--- config.mk ---
export PLATFORM = sky130hd
export DESIGN_NAME = serial_and_or_reducer
export DESIGN_NICKNAME = d
export VERILOG_FILES = /design/src/rtl/serial_and_or_reducer.sv
export SDC_FILE = /design/constraint.sdc
export NUM_CORES = 1
export LEC_CHECK = 0
export CORE_AREA = 2 2 39 41
export CTS_CLUSTER_DIAMETER = 120
export DETAILED_ROUTE_END_ITERATION = 12
export DIE_AREA = 0 0 41 43
export PLACE_DENSITY = 0.46
export SLEW_MARGIN = 40
export SYNTH_ARGS = -nofsm -noshare
export SYNTH_HDL_FRONTEND = slang
export SYNTH_SLANG_ARGS = --single-unit
--- constraint.sdc ---
create_clock -name clk -period 0.98 [get_ports clk]
set_input_delay 0.098 -clock clk [delete_from_list [all_inputs] [get_ports clk]]
set_output_delay 0.098 -clock clk [all_outputs]
set_load 0.005 [all_outputs]
--- src/rtl/serial_and_or_reducer.sv ---
// Purpose: serial AND/OR reduction of N-bit frames (z = XOR parity when REDUCE_XOR_EN is defined).
// Latency: result valid 1 cycle after the Nth bit is accepted.
// Backpressure: the result is held and input is refused until out_ready; clear aborts the frame or result.
module serial_and_or_reducer #(
    parameter int N = 3,
    localparam int CW = $clog2(N + 1)
) (
    input  logic          clk,
    input  logic          rst,
    input  logic          in_valid,
    input  logic          in_bit,
    output logic          in_ready,
    input  logic          clear,
    output logic          out_valid,
    input  logic          out_ready,
    output logic          x,
    output logic          y,
`ifdef REDUCE_XOR_EN
    output logic          z,
`endif
    output logic [CW-1:0] count
);

    typedef enum logic {
        ACCUM = 1'b0,
        HOLD  = 1'b1
    } state_t;

    // Count value at which the next accepted bit completes the frame.
    localparam logic [CW-1:0] LAST_IDX = CW'(N - 1);

    state_t          state_q, state_d;
    logic            acc_and_q, acc_and_d;
    logic            acc_or_q, acc_or_d;
    logic [CW-1:0]   count_q, count_d;
    logic            accept;
`ifdef REDUCE_XOR_EN
    logic            acc_xor_q, acc_xor_d;
`endif

    // A bit is consumed only while accumulating, and never in a clear cycle.
    assign accept = (state_q == ACCUM) && in_valid && !clear;

    // Next-state and accumulator update; clear overrides acceptance and release.
    always_comb begin
        state_d   = state_q;
        acc_and_d = acc_and_q;
        acc_or_d  = acc_or_q;
        count_d   = count_q;
`ifdef REDUCE_XOR_EN
        acc_xor_d = acc_xor_q;
`endif
        if (clear) begin
            state_d   = ACCUM;
            acc_and_d = 1'b1;
            acc_or_d  = 1'b0;
            count_d   = '0;
`ifdef REDUCE_XOR_EN
            acc_xor_d = 1'b0;
`endif
        end else begin
            case (state_q)
                ACCUM: begin
                    if (accept) begin
                        acc_and_d = acc_and_q & in_bit;
                        acc_or_d  = acc_or_q | in_bit;
                        count_d   = count_q + 1'b1;
`ifdef REDUCE_XOR_EN
                        acc_xor_d = acc_xor_q ^ in_bit;
`endif
                        if (count_q == LAST_IDX) begin
                            state_d = HOLD;
                        end
                    end
                end
                HOLD: begin
                    // Release re-arms the accumulators; the next bit comes a cycle later.
                    if (out_ready) begin
                        state_d   = ACCUM;
                        acc_and_d = 1'b1;
                        acc_or_d  = 1'b0;
                        count_d   = '0;
`ifdef REDUCE_XOR_EN
                        acc_xor_d = 1'b0;
`endif
                    end
                end
                default: begin
                    state_d = ACCUM;
                end
            endcase
        end
    end

    // State and accumulator registers, asynchronously forced to an empty frame.
    always_ff @(posedge clk or posedge rst) begin
        if (rst) begin
            state_q   <= ACCUM;
            acc_and_q <= 1'b1;
            acc_or_q  <= 1'b0;
            count_q   <= '0;
`ifdef REDUCE_XOR_EN
            acc_xor_q <= 1'b0;
`endif
        end else begin
            state_q   <= state_d;
            acc_and_q <= acc_and_d;
            acc_or_q  <= acc_or_d;
            count_q   <= count_d;
`ifdef REDUCE_XOR_EN
            acc_xor_q <= acc_xor_d;
`endif
        end
    end

    assign in_ready  = (state_q == ACCUM);
    assign out_valid = (state_q == HOLD);
    assign x         = acc_and_q;
    assign y         = acc_or_q;
    assign count     = count_q;
`ifdef REDUCE_XOR_EN
    assign z         = acc_xor_q;
`endif

endmodule
==> metrics.yaml, run 1 <==
clock_network:
  insertion_delay_ns: 0.24
  cts_sinks: 5
  tritoncts: "yes"
  clk_path_buf_depth: 2
  cts_root_buffer: "clkbuf_4"
  cts_max_level: 1
  numCtsBuffers: 3
  cts_hold_buffers: 0
  clk_transition_reported_paths_ns: 0.04
worst_hold_path:
  hp-class: "input pin to async pin"
global_route:
  antenna_found_initial: 0
  grt_max_degree: 6
  grt_pass1_wl_mm: 1.152
  grt_pass1_vias: 268
  overflow: 0
  grt_usage_pct: 10.21
pwr:
  power_frac_seq_pct: 36.6
  powerDensity_mw_per_mm2: 1222
  p_switching_mw: 0.1562
  peakVddDrop_uv: 458.9
  swShare_pct: 24.37
  clkPwrFrac_pct: 36.1
  p_int_mw: 0.4847
  cellLeakagePower_nw: 0.2377
  comb_power_share_pct: 27.3
sta:
  setup-tns-final_ns: -0.2164
  rsz0062_at_grt: "yes"
  slew_headroom_pct: 86.65
  final-hold-violation-count: 0
  setup_viol: 4
  fin_skew_ns: 0.0007083
  worstMarginPinSlew_ns: 0.2000
  setup_slack_ns: -0.1081
  fmax_ghz: 0.9191
  finalMaxSlewViolations: 0
  fin_crit_ns: 1.088
  finalCritPeriodShare_pct: 111.0
finish:
  layout-drive-gt1-share_pct: 50.00
  mostFrequentLayoutCells: "5 x clkdlybuf4s50_1, 5 x buf_6, 5 x buf_4"
  syn_to_final_growth_pct: 106.4
  final_util_pct: 37.88
  final_nets: 58
  diodes: 0
  finalInstanceArea_um2: 524.3
place:
  gp_congestion: 0.6221
  place_ws_ns: -0.2002
  dp_hpwl_um: 492.8
  place_area_um2: 407.9
  port_buffers: 11
die:
  die-area_mm2: 0.001763
  std_cell_rows: 14
  dieWidth_um: 41
  ios: 12
  start_util_pct: 18.35
  core_area_mm2: 0.001384
  die_h_um: 43
yosys:
  syn_nets: 33
  syn_inst: 26
  synth_area_um2: 254.0
  yosys.cell_types.count: 16
  synth_seq_cells: 5
  ys_seq_area_share_pct: 49.75
  syn_avg_cell_area_um2: 9.769
  ys_warn_count: 0
run_status:
  outcome: "complete, but fails checks"
  violations: "negative setup slack"
critical_path:
  worst-path-max-fanout: 3
  r2r_slack_ns: -0.11
  cp_common_cell: "buf_6"
  path_cells: "buf_6 > buf_6 > mux2i_2 > a2bb2oi_2 > nor2_1"
  worstReg2RegStart: "out_valid"
  rr_worst_depth: 5
  start_kind: "register"
  path_class: "register to register"
  path_buf_inv: 2
  slowest_delay_ns: 0.43
  arrival_ns: 1.21
  cp_top_family: "flip-flops"
  required_ns: 1.10
  crit_path_end_kind: "register"
  rr_endpoint: "count[1]"
  cp_slowest_cell: "dfrtp_2"
route:
  drtIter0Drc: 2
  drtPass1Iterations: 2
  antenna_left: 0
  vias: 283
  wire_per_inst_um: 10.64
  wl_um: 702
  vias_per_cell: 4.288
  drc: 0
job:
  maxCapViolCount: 0
power by group through the flow:
stage / Combinational, mW / Clock [mW] / Sequential [mW]
after floorplan: 0.0470 / 0 / 0.240
after global placement: 0.123 / 0 / 0.239
after detailed placement: 0.124 / 0 / 0.239
after CTS: 0.165 / 0.245 / 0.234
after global routing: 0.189 / 0.262 / 0.237
final: 0.175 / 0.231 / 0.235
how the worst max path moves through the flow:
stage	from	end	slack (ns)	cells past startpoint
after floorplan	count[0]	count[1]	-0.01	4
after global placement	out_ready	count[0]	-0.17	3
after detailed placement	out_ready	count[0]	-0.20	3
after CTS	out_valid	out_valid	-0.1	2
after global routing	out_valid	count[1]	-0.13	5
final	out_valid	count[1]	-0.11	5
what timing repair did:
| item | 4_1_cts | 5_1_grt |
|---|---|---|
| resized for setup | 23 | 6 |
| setup buffers | 6 | 2 |
| endpoints found under the setup margin | 9 | 9 |
| pin swaps | 7 | 3 |
per-layer routing:
metal | up-vias | global-route usage [%] | share of wire (%) | routed length (µm)
li1 | 137 | - | - | -
met1 | 140 | 11.84 | 40 | 282
met2 | 6 | 13.75 | 53 | 375
met3 | 0 | 4.712 | 6.3 | 44
met4 | 0 | 8.000 | 0 | 0
met5 | - | 0 | 0 | 0
synthesized netlist by cell type:
library cell / instances / area, µm²
dfrtp_1: 4 / 100.1
nor2_1: 4 / 15.01
a21oi_1: 2 / 10.01
a2bb2oi_1: 2 / 17.52
inv_1: 2 / 7.510
nand2_1: 2 / 7.510
a22oi_1: 1 / 7.510
and2b_1: 1 / 7.510
dfstp_2: 1 / 26.28
ha_1: 1 / 12.51
inv_2: 1 / 3.750
mux2i_1: 1 / 10.01
nand2b_1: 1 / 6.260
o21bai_1: 1 / 7.510
or3_1: 1 / 6.260
xor2_1: 1 / 8.760
per-stage QoR:
step	cells	power [mW]	hold slack (ns)
2_1_floorplan	26	0.2874	-0.1243
3_3_place_gp	56	0.3615	0.3158
3_5_place_dp	56	0.3628	0.3199
4_1_cts	64	0.6444	0.06230
5_1_grt	66	0.6883	0.07953
6_report	66	0.6408	0.06151
state kept, by name, summed over array words and instances, names as in the netlist:
name,cells
count,2
out_valid,1
x,1
y,1
cells by family (layout without fill, tap and decap cells):
kind of cell | Yosys count | after routing | synth area share (%)
adders and majority gates | 1 | 1 | 4.925
AOI/OAI and AO/OA | 6 | 6 | 16.75
and+or+nand+nor | 9 | 9 | 16.75
DFF | 5 | 5 | 49.76
xor gates and xnor gates | 1 | 1 | 3.449
buffers and inverters | 3 | 27 | 4.433
muxes | 1 | 1 | 3.941
layout make-up:
type | instances | area [µm²]
Multi-Input combinational cell | 18 | 152.6
Inverter | 3 | 13.76
Sequential cell | 5 | 127.6
Timing Repair Buffer | 20 | 183.9
Clock buffer | 4 | 26.28
Tap cell | 16 | 20.02
Fill cell | 156 | 859.6
No activity file was read; power rests on OpenSTA's default activity.
==> inputs of run 2 (changes only) <==
HOLD_SLACK_MARGIN = 0.02   (was default)
==> results of run 2 <==
The final DEF is identical to that of run 1; final timing and power are the same.
